$ cat config.mk
export PLATFORM = sky130hd
export DESIGN_NAME = cpu_trace_monitor
export DESIGN_NICKNAME = d
export VERILOG_FILES = /design/src/rtl/cpu_trace_monitor.sv
export SDC_FILE = /design/constraint.sdc
export NUM_CORES = 1
export LEC_CHECK = 0
export ABC_CLOCK_PERIOD_IN_PS = 11150
export CAP_MARGIN = 15
export CORE_ASPECT_RATIO = 0.5
export CORE_MARGIN = 2
export CORE_UTILIZATION = 35
export CTS_CLUSTER_DIAMETER = 60
export DETAILED_ROUTE_END_ITERATION = 7
export GPL_TIMING_DRIVEN = 0
export PLACE_DENSITY = 0.57
export SLEW_MARGIN = 10
export SYNTH_ARGS = -nofsm -noshare
export SYNTH_HDL_FRONTEND = slang
export SYNTH_SLANG_ARGS = --single-unit
$ cat constraint.sdc
create_clock -name clk -period 11.15 [get_ports clk]
set_input_delay 2.23 -clock clk [delete_from_list [all_inputs] [get_ports clk]]
set_output_delay 2.23 -clock clk [all_outputs]
set_load 0.02 [all_outputs]
$ cat src/rtl/cpu_trace_monitor.sv
// cpu_trace_monitor: run-control and commit-trace block for simpleMIPS bring-up.
// Counts RUN cycles and instructions and ends the run on a branch-to-self halt
// or a cycle timeout. Register-file commits are buffered in a FIFO that is
// drained over a valid/ready port.
// Optional feature: define TRACE_SIGNATURE_EN to add a 32-bit rolling
// signature over all captured commits.
module cpu_trace_monitor #(
    parameter int ADDR_W      = 32,
    parameter int DATA_W      = 32,
    parameter int DEPTH       = 16,
    parameter int CNT_W       = 16,
    parameter int MAX_CYCLES  = 400,
    parameter int HALT_REPEAT = 4
) (
    input  logic              clk,
    input  logic              rst,
    input  logic              en,
    input  logic [ADDR_W-1:0] pc,
    input  logic [ADDR_W-1:0] npc,
    input  logic              reg_wr,
    input  logic [4:0]        reg_waddr,
    input  logic [DATA_W-1:0] reg_wdata,
    output logic              trace_valid,
    input  logic              trace_ready,
    output logic [ADDR_W-1:0] trace_pc,
    output logic [4:0]        trace_waddr,
    output logic [DATA_W-1:0] trace_wdata,
    output logic              done,
    output logic              halted,
    output logic              timeout,
    output logic [CNT_W-1:0]  cycle_cnt,
    output logic [CNT_W-1:0]  instr_cnt,
    output logic              overflow,
    output logic [7:0]        drop_cnt
`ifdef TRACE_SIGNATURE_EN
    ,
    output logic [31:0]       signature
`endif
);

    localparam int AW   = $clog2(DEPTH);
    localparam int HR_W = $clog2(HALT_REPEAT + 1);
    localparam logic [AW:0] FULL_CNT = (AW + 1)'(DEPTH);

    typedef enum logic [1:0] {S_IDLE, S_RUN, S_HALTED, S_TIMEOUT} state_t;

    typedef struct packed {
        logic [ADDR_W-1:0] pc;
        logic [4:0]        waddr;
        logic [DATA_W-1:0] wdata;
    } entry_t;

    state_t            state;
    logic [HR_W-1:0]   halt_rep;
    logic [HR_W-1:0]   rep_next;
    logic [CNT_W-1:0]  cycle_next;
    logic              halt_hit;
    logic              timeout_hit;

    entry_t            mem [DEPTH];
    entry_t            in_entry;
    entry_t            head_next;
    logic [AW-1:0]     wr_ptr;
    logic [AW-1:0]     rd_ptr;
    logic [AW-1:0]     rd_ptr_next;
    logic [AW:0]       count;
    logic [AW:0]       after_pop;
    logic              capture;
    logic              pop;
    logic              full;
    logic              push;
    logic              drop;

    // Run-control next-state terms: halt repeat and saturating cycle count.
    assign rep_next    = (pc == npc) ? halt_rep + 1'b1 : '0;
    assign cycle_next  = (cycle_cnt == '1) ? cycle_cnt : cycle_cnt + 1'b1;
    assign halt_hit    = (rep_next == HR_W'(HALT_REPEAT));
    assign timeout_hit = (cycle_next == CNT_W'(MAX_CYCLES));

    // Commit capture and FIFO handshake terms.
    assign capture     = (state == S_RUN) && reg_wr && (reg_waddr != 5'd0);
    assign pop         = trace_valid && trace_ready;
    assign full        = (count == FULL_CNT);
    assign push        = capture && (!full || pop);
    assign drop        = capture && full && !pop;
    assign in_entry    = {pc, reg_waddr, reg_wdata};
    assign rd_ptr_next = rd_ptr + AW'(pop);
    assign after_pop   = count - (AW + 1)'(pop);

    // Head of the FIFO after this edge; an entry pushed into an otherwise empty
    // FIFO bypasses storage so it appears exactly one cycle after the push.
    always_comb begin
        head_next = mem[rd_ptr_next];
        if (push && (after_pop == '0))
            head_next = in_entry;
    end

    // Run-control FSM: IDLE -> RUN -> HALTED | TIMEOUT, with registered status.
    always_ff @(posedge clk or posedge rst) begin
        // NOTE: sequential state uses non-blocking assignments so every flop
        // samples the pre-edge values regardless of statement order.
        if (rst) begin
            state     <= S_IDLE;
            halt_rep  <= '0;
            cycle_cnt <= '0;
            instr_cnt <= '0;
            halted    <= 1'b0;
            timeout   <= 1'b0;
            done      <= 1'b0;
        end else begin
            case (state)
                S_IDLE: begin
                    if (en)
                        state <= S_RUN;
                end
                S_RUN: begin
                    cycle_cnt <= cycle_next;
                    halt_rep  <= rep_next;
                    if ((pc != npc) && (instr_cnt != '1))
                        instr_cnt <= instr_cnt + 1'b1;
                    // Halt takes priority when both conditions land on one edge.
                    if (halt_hit) begin
                        state  <= S_HALTED;
                        halted <= 1'b1;
                        done   <= 1'b1;
                    end else if (timeout_hit) begin
                        state   <= S_TIMEOUT;
                        timeout <= 1'b1;
                        done    <= 1'b1;
                    end
                end
                default: ; // HALTED and TIMEOUT are terminal until reset
            endcase
        end
    end

    // FIFO control: pointers, occupancy, registered head and drop accounting.
    always_ff @(posedge clk or posedge rst) begin
        if (rst) begin
            wr_ptr      <= '0;
            rd_ptr      <= '0;
            count       <= '0;
            trace_valid <= 1'b0;
            trace_pc    <= '0;
            trace_waddr <= '0;
            trace_wdata <= '0;
            overflow    <= 1'b0;
            drop_cnt    <= '0;
        end else begin
            rd_ptr <= rd_ptr_next;
            if (push)
                wr_ptr <= wr_ptr + 1'b1;
            if (push && !pop)
                count <= count + 1'b1;
            else if (!push && pop)
                count <= count - 1'b1;
            trace_valid <= (after_pop != '0) || push;
            // An empty FIFO keeps presenting the last popped entry.
            if ((after_pop != '0) || push)
                {trace_pc, trace_waddr, trace_wdata} <= head_next;
            if (drop) begin
                overflow <= 1'b1;
                if (drop_cnt != 8'hFF)
                    drop_cnt <= drop_cnt + 1'b1;
            end
        end
    end

    // FIFO storage write port.
    always_ff @(posedge clk) begin
        // NOTE: the storage array has no reset; occupancy and pointers are
        // reset, so stale words are never presented as valid.
        if (push)
            mem[wr_ptr] <= in_entry;
    end

`ifdef TRACE_SIGNATURE_EN
    // Rolling signature over every captured commit, including dropped ones.
    always_ff @(posedge clk or posedge rst) begin
        if (rst)
            signature <= '0;
        else if (capture)
            signature <= {signature[30:0], signature[31]} ^ reg_wdata[31:0]
                         ^ {27'b0, reg_waddr};
    end
`endif

endmodule

==> key figures, run 1 <==
STA
  – Rel. slew slack: 17.7%
  – Slew @ Worst Pin: 1230 ps
  – Post-route setup slack: 5090 ps
  – Final hold vios: 0
  – Peak Freq: 165 MHz
  – Post-route setup TNS: 0 ps
  – Fin crit period: 6060 ps
  – Final period util: 54.4%
  – Max-slew violation count: 0
  – Clock Skew: 56.2 ps
  – Setup repair after global routing missed its margin: false
  – Final Setup Violations: 0

Floorplan
  – # rows: 96
  – Die Width: 529 microns
  – Initial Utilization: 35.2%
  – Top Ports: 220
  – Die Y-Extent: 266 microns
  – Core area: 137,000 sq um
  – DIE AREA: 141,000 sq um

Clocking
  – Worst-path clk slew: 70 ps
  – Clock Tree Buf Depth: 3
  – TritonCTS buffer count: 115
  – Root buf cell: clkbuf_16
  – CTS Hold Bufs: 0
  – CTS tree: built
  – Post-cts gate resize count: 0
  – Postcts setup bufs: 0
  – Worst skew pair latency: 730 ps
  – Htree depth: 3
  – Clock Sink Count: 1,236

Power
  – Leakage: 0.0186 uW
  – Peak VDD IR: 164 uV
  – Pwr dens: 249 nW/um^2

Yosys
  – Most used flip-flop cell after synthesis: edfxtp_1
  – Syn nets: 2,341
  – Post-synthesis sequential area ratio: 75.6%
  – Post-synth EDFFs: 1,104
  – Cell count after synthesis: 2,219
  – Yosys reg bits: 1,236
  – Top post-synthesis cells by area: edfxtp_1 (69%), mux4_2 (16%), dfrtp_1 (6.8%)
  – Netlist cell types: 54
  – Synthesis Warnings: 0
  – FFs w/ async S/R, synth: 10.7%
  – Mapped cell area: 48,200 sq um
  – Synthesized area per cell: 21.7 sq um
  – Synth top area share: 68.7%
  – Leading area contributor after synthesis: edfxtp_1

Worst setup path
  – Crit path kind: primary input to register
  – Critical path origin: reg_waddr[4]
  – Critical path, cell by cell: clkdlybuf4s50_1 -> or4_1 -> o211ai_2 -> nand2b_1 -> buf_4 -> inv_2 -> buf_6 -> buf_6 -> ha_1 -> inv_1 -> ha_1 -> a21o_1 -> a21oi_1 -> xnor2_1 -> nor2_1 -> xor2_1
  – Critical Path Sink Type: register
  – Crit start category: primary input
  – Crit-path slowest cell: clkdlybuf4s50_1
  – Crit path DAT: 6670 ps
  – Crit-path max FO: 18
  – CP peak stage delay: 950 ps
  – R2R Path Start: trace_valid$_DFF_PP0_
  – Worst endpoint required time: 11,760 ps

Detailed routing
  – Antenna-violating nets left: 0
  – Max Used Layer: met5
  – Met2 WL post-DR: 60,700 microns
  – DRT Pass-1 Iters: 5
  – Vias per std cell: 5.31
  – Met1 wire length: 53,400 microns
  – Final wirelength: 123,000 microns
  – Remaining DRCs: 0
  – Drt initial violations: 2,670
  – Wire per inst: 27.4 microns
  – Via count: 23,900
  – Detail Route met3 WL: 6830 microns

Finish
  – Multi-input logic area: 11,200 sq um
  – Register Area: 36,500 sq um
  – Area growth, synth to finish: 18.8%
  – Total Nets Final: 2,710
  – Layout cells sized above 1: 23.3%
  – Commonest non-fill, non-tap cell in the layout: edfxtp_1
  – Most frequent cells in the layout: edfxtp_1 (1,104), mux4_2 (345), clkdlybuf4s50_1 (219), dfrtp_1 (132), clkbuf_16 (117)
  – Fillcell total: 11,900

Global route
  – Initial antenna violation count: 4
  – Overall routing resource usage: 17.5%
  – Remaining global-route overflow: 0
  – First-pass GRT wire length: 177,000 microns
  – Largest net degree at the start of global routing: 86
  – Via count of the first global-routing pass: 24,800

Min path
  – Worst Hold Class: register to register
  – Hold Crit Start: done$_DFFE_PP0P_

Run status
  – Status: completed

Place
  – PortBufs: 219
  – DP Wirelength: 72,500 microns
  – Pre-CTS setup slack: 4420 ps
  – Routability cong.: 0.806

Job
  – Max-cap violations: 0
flip-flops by register name (all words and copies together), names as in the netlist:
name / flops
done: 1
mem: 1104
overflow: 1
drop_cnt: 8
halted: 1
timeout: 1
trace_valid: 1
trace_wdata: 32
wr_ptr: 4
count: 5
rd_ptr: 4
state: 2
trace_waddr: 5
instr_cnt: 16
halt_rep: 3
trace_pc: 32
cycle_cnt: 16
Yosys cell counts, types with 6 or more instances:
cell and count:
edfxtp_1 1104, mux4_2 345, dfrtp_1 132, nand2_1 105
mux2i_1 70, o21ai_1 69, clkbuf_1 57, xor2_1 52
buf_2 41, xnor2_1 29, inv_1 18, nor2_1 18
nor4_1 16, ha_1 15, nand4_1 15, nand3_1 14
o21ai_0 14, and3_1 11, nor3_1 11, and2_1 8
a21oi_1 7, and4_1 7, nand2b_1 7, buf_4 6
power breakdown:
group	internal, uW	switching (uW)
Clock	2200	1750
Combinational	2430	2570
Sequential	5220	98.4
logic make-up (layout without fill, tap and decap cells):
group	count (synthesis)	count (layout)	synth area share (%)
adder cells (fa/ha/maj)	16	16	0.431
other	0	1	0
XOR/XNOR	81	81	1.47
AND/OR/NAND/NOR	223	223	2.26
buffers and inverters	132	602	1.26
flip-flops	1236	1236	75.6
multiplexers	418	418	17.6
AO/OA/AOI/OAI	113	113	1.37
critical path: cells and delay by family:
family	cells	cell delay (ps)
buffers and inverters	6	1970
AND/OR/NAND/NOR	3	1000
AO/OA/AOI/OAI	3	640
adder cells (fa/ha/maj)	2	510
XOR/XNOR	2	290
final timing paths:
| kind | end | slack (ps) | cells after the start |
|---|---|---|---|
| max | count[4]$_DFFE_PP0P_ | 5090 | 16 |
| min | done$_DFFE_PP0P_ | 460 | 1 |
| max reg2reg | trace_pc[10]$_DFFE_PP0P_ | 6730 | 11 |
| min reg2reg | done$_DFFE_PP0P_ | 460 | 1 |
| max in group asynchronous | trace_pc[25]$_DFFE_PP0P_ | 8300 | 3 |
| min in group asynchronous | trace_wdata[26]$_DFFE_PP0P_ | 1970 | 2 |
through the flow:
stage	power [uW]	area [sq um]	hold slack (ps)	cells	utilization, %
after global placement	10500	52700	453	4251	38.5
after CTS	14400	57300	468	4501	41.8
after global routing	14900	57300	484	4502	41.8
after floorplan	8770	48200	454	2219	-
final	14300	57300	459	4503	41.8
after detailed placement	10500	53500	451	4283	39.1
final cells by class:
type | instances | area share [%]
Sequential cell | 1236 | 63.6
Clock inverter | 68 | 1.14
Multi-Input combinational cell | 851 | 19.6
Inverter | 19 | 0.138
Antenna cell | 1 | 0.00437
Buffer | 113 | 0.937
Timing Repair Buffer | 252 | 5.21
Tap cell | 1813 | 3.96
Clock buffer | 150 | 5.41
routing by layer:
| layer | GRT usage [%] | vias to the layer above |
|---|---|---|
| met5 | 0 | - |
| met3 | 3.09 | 161 |
| met2 | 29.1 | 735 |
| li1 | - | 9963 |
| met1 | 24.3 | 13100 |
| met4 | 3.54 | 4 |
No activity file was read; power rests on OpenSTA's default activity.
==> inputs of run 2 (changes only) <==
- ABC_CLOCK_PERIOD_IN_PS: 11150 -> 5100
- PLACE_DENSITY: 0.57 -> 0.59
- clock period: 11.15 -> 5.1 ns (I/O delays scaled with it)
==> run 2 against run 1 <==
Sequential cell count unchanged. Combinational power grew 120%. Non-clock buffer count is 5 lower. Global-route usage fell by 0.32 points. Critical path type unchanged. Critical endpoint is now trace_pc[12]$_DFFE_PP0P_.
==> key figures, run 2 (same netlist as run 1, synthesis figures left out) <==
Run status
  – Status: completed (unchanged)

Place
  – DP Wirelength: 71,100 microns (was 72,500 microns)
  – Pre-CTS setup slack: -373 ps (was 4420 ps)
  – PortBufs: 219 (unchanged)
  – Routability cong.: 0.794 (was 0.806)
  – Inst Count DP: 4,279 (was 4,283)

STA
  – Rel. slew slack: 16.0% (was 17.7%)
  – Final hold vios: 0 (unchanged)
  – Worst hold slack: 473 ps (was 459 ps)
  – Max-slew violation count: 0 (unchanged)
  – Final Setup Violations: 0 (unchanged)
  – Post-route setup slack: 329 ps (was 5090 ps)
  – Final period util: 93.5%
  – Fin crit period: 4770 ps
  – Slew @ Worst Pin: 1260 ps (was 1230 ps)
  – Clock Skew: 44.1 ps (was 56.2 ps)
  – Peak Freq: 210 MHz
  – Setup repair after global routing missed its margin: false (unchanged)

Worst setup path
  – Critical Path Sink Type: register (unchanged)
  – Reg2Reg Setup Slack: 620 ps (was 6730 ps)
  – Crit start category: primary input (unchanged)
  – R2R Path Start: trace_valid$_DFF_PP0_ (unchanged)
  – R2R depth: 11 (unchanged)
  – Crit path kind: primary input to register (unchanged)
  – Crit path DAT: 5340 ps (was 6670 ps)
  – Crit-path slowest cell: clkbuf_1 (was clkdlybuf4s50_1)
  – Critical path, cell by cell: clkdlybuf4s50_1 -> nand2_1 -> inv_1 -> ha_1 -> ha_1 -> clkbuf_1 -> clkbuf_1 -> clkbuf_1 -> mux4_2 -> mux4_2 -> nand2_1 -> o21ai_1 (was clkdlybuf4s50_1 -> or4_1 -> o211ai_2 -> nand2b_1 -> buf_4 -> inv_2 -> buf_6 -> buf_6 -> ha_1 -> inv_1 -> ha_1 -> a21o_1 -> a21oi_1 -> xnor2_1 -> nor2_1 -> xor2_1)
  – Worst endpoint required time: 5670 ps (was 11,760 ps)
  – Crit Reg-Reg Endpoint: trace_pc[12]$_DFFE_PP0P_ (was trace_pc[10]$_DFFE_PP0P_)
  – CP Buf/Inv Count: 5 (was 6)
  – Most used cell, CP: clkbuf_1
  – Crit-path max FO: 10 (was 18)
  – Critical path origin: trace_ready (was reg_waddr[4])
  – CP peak stage delay: 810 ps (was 950 ps)
  – Crit path max-delay family: buffers and inverters (unchanged)

Detailed routing
  – Via count: 23,900 (about the same)
  – DRT Pass-1 Iters: 5 (unchanged)
  – Drt initial violations: 2,421 (was 2,670)
  – Vias per std cell: 5.33 (was 5.31)
  – Final wirelength: 121,000 microns (was 123,000 microns)
  – Antenna-violating nets left: 0 (unchanged)
  – Wire per inst: 27.0 microns (was 27.4 microns)
  – Remaining DRCs: 0 (unchanged)

Global route
  – Remaining global-route overflow: 0 (unchanged)
  – Initial antenna violation count: 6 (was 4)
  – First-pass GRT wire length: 174,000 microns (was 177,000 microns)
  – Overall routing resource usage: 17.2% (was 17.5%)
  – Via count of the first global-routing pass: 24,600 (was 24,800)
  – Largest net degree at the start of global routing: 79 (was 86)

Clocking
  – Worst-path clk slew: 70 ps (about the same)
  – Worst skew pair latency: 720 ps (was 730 ps)
  – Clock Tree Buf Depth: 3 (unchanged)
  – CTS tree: built (unchanged)
  – Htree depth: 3 (unchanged)
  – CTS Hold Bufs: 0 (unchanged)
  – TritonCTS buffer count: 113 (was 115)
  – Postcts setup bufs: 0 (unchanged)
  – Post-cts gate resize count: 0 (unchanged)
  – Root buf cell: clkbuf_16 (unchanged)
  – Clock Sink Count: 1,236 (unchanged)

Finish
  – # diodes: 0 (was 1)
  – Fillcell total: 12,000 (was 11,900)
  – Commonest non-fill, non-tap cell in the layout: edfxtp_1 (unchanged)
  – Biggest regs: mem (1104), trace_pc (32), trace_wdata (32) (unchanged)
  – Fin cells: 4,492 (was 4,503)
  – Total Nets Final: 2,703 (was 2,710)
  – Largest register FFs: 1,104 (unchanged)
  – Largest reg by FF count: mem (unchanged)
  – Area growth, synth to finish: 18.5% (was 18.8%)
  – Most frequent cells in the layout: edfxtp_1 (1,104), mux4_2 (345), clkdlybuf4s50_1 (219), dfrtp_1 (132), clkbuf_16 (114) (was edfxtp_1 (1,104), mux4_2 (345), clkdlybuf4s50_1 (219), dfrtp_1 (132), clkbuf_16 (117))
  – Layout cells sized above 1: 23.1% (was 23.3%)

Power
  – Peak VDD IR: 323 uV (was 164 uV)
  – Pwr Total: 31,000 uW (was 14,300 uW)
  – Pwr dens: 543 nW/um^2 (was 249 nW/um^2)
  – Leakage: 0.0185 uW (was 0.0186 uW)

Floorplan
  – Die Width: 529 microns (unchanged)
  – # rows: 96 (unchanged)
  – Core area: 137,000 sq um (unchanged)
  – Die Y-Extent: 266 microns (unchanged)
  – DIE AREA: 141,000 sq um (unchanged)
  – Top Ports: 220 (unchanged)
  – Initial Utilization: 35.2% (unchanged)

Min path
  – Hold EP: halted$_DFFE_PP0P_ (was done$_DFFE_PP0P_)
  – Hold Crit Start: halted$_DFFE_PP0P_ (was done$_DFFE_PP0P_)
  – Hold path depth: 1 (unchanged)
  – Worst Hold Class: register to register (unchanged)

Job
  – Max-cap violations: 0 (unchanged)
==> run 2: worst max path at each step <==
| stage | to | slack (ps) | depth (start not counted) |
|---|---|---|---|
| 5_1_grt | count[4]$_DFFE_PP0P_ | 200 | 16 |
| 3_3_place_gp | mem[6][7]$_DFFE_PP_ | -3200 | 10 |
| 6_report | trace_pc[12]$_DFFE_PP0P_ | 330 | 12 |
| 3_5_place_dp | trace_pc[12]$_DFFE_PP0P_ | -370 | 12 |
| 4_1_cts | trace_pc[12]$_DFFE_PP0P_ | 390 | 12 |
| 2_1_floorplan | count[0]$_DFFE_PP0P_ | 550 | 1 |
==> run 2: layout make-up <==
class,count,area (sq um),share of cell area [%]
multi-input cells,851,11200,19.6
well taps,1813,2270,3.97
clock inverters,61,639,1.12
flip-flops and latches,1236,36500,63.8
inverters,19,78.8,0.138
plain buffers,113,537,0.939
clock buffers,152,3070,5.36
repair buffers,247,2900,5.07
==> run 2: layer usage <==
| layer | wire [microns] | part of all wire (%) | vias up | global-route usage (%) |
|---|---|---|---|---|
| met5 | 34 | 0.028 | - | 0 |
| met4 | 2410 | 2.0 | 6 | 3.81 |
| met2 | 60700 | 50 | 788 | 28.9 |
| met1 | 50700 | 42 | 13000 | 23.4 |
| met3 | 7490 | 6.2 | 168 | 3.21 |
| li1 | - | - | 9947 | - |
==> run 2: power breakdown <==
part           total [uW]  switching (uW)  internal (uW)  leakage (uW)
logic               10900            5610           5300       0.00514
clock network        8480            3770           4710       0.00181
registers           11600             213          11400        0.0115
total               31000            9590          21400        0.0185
==> run 2: through the flow <==
stage / cell area, sq um / utilization, % / TNS, ps
after global placement: 52700 / 38.5 / -3426940
after detailed placement: 53500 / 39.0 / -48840
final: 57200 / 41.7 / 0
after CTS: 57200 / 41.7 / 0
after global routing: 57200 / 41.7 / 0
after floorplan: 48200 / - / 0
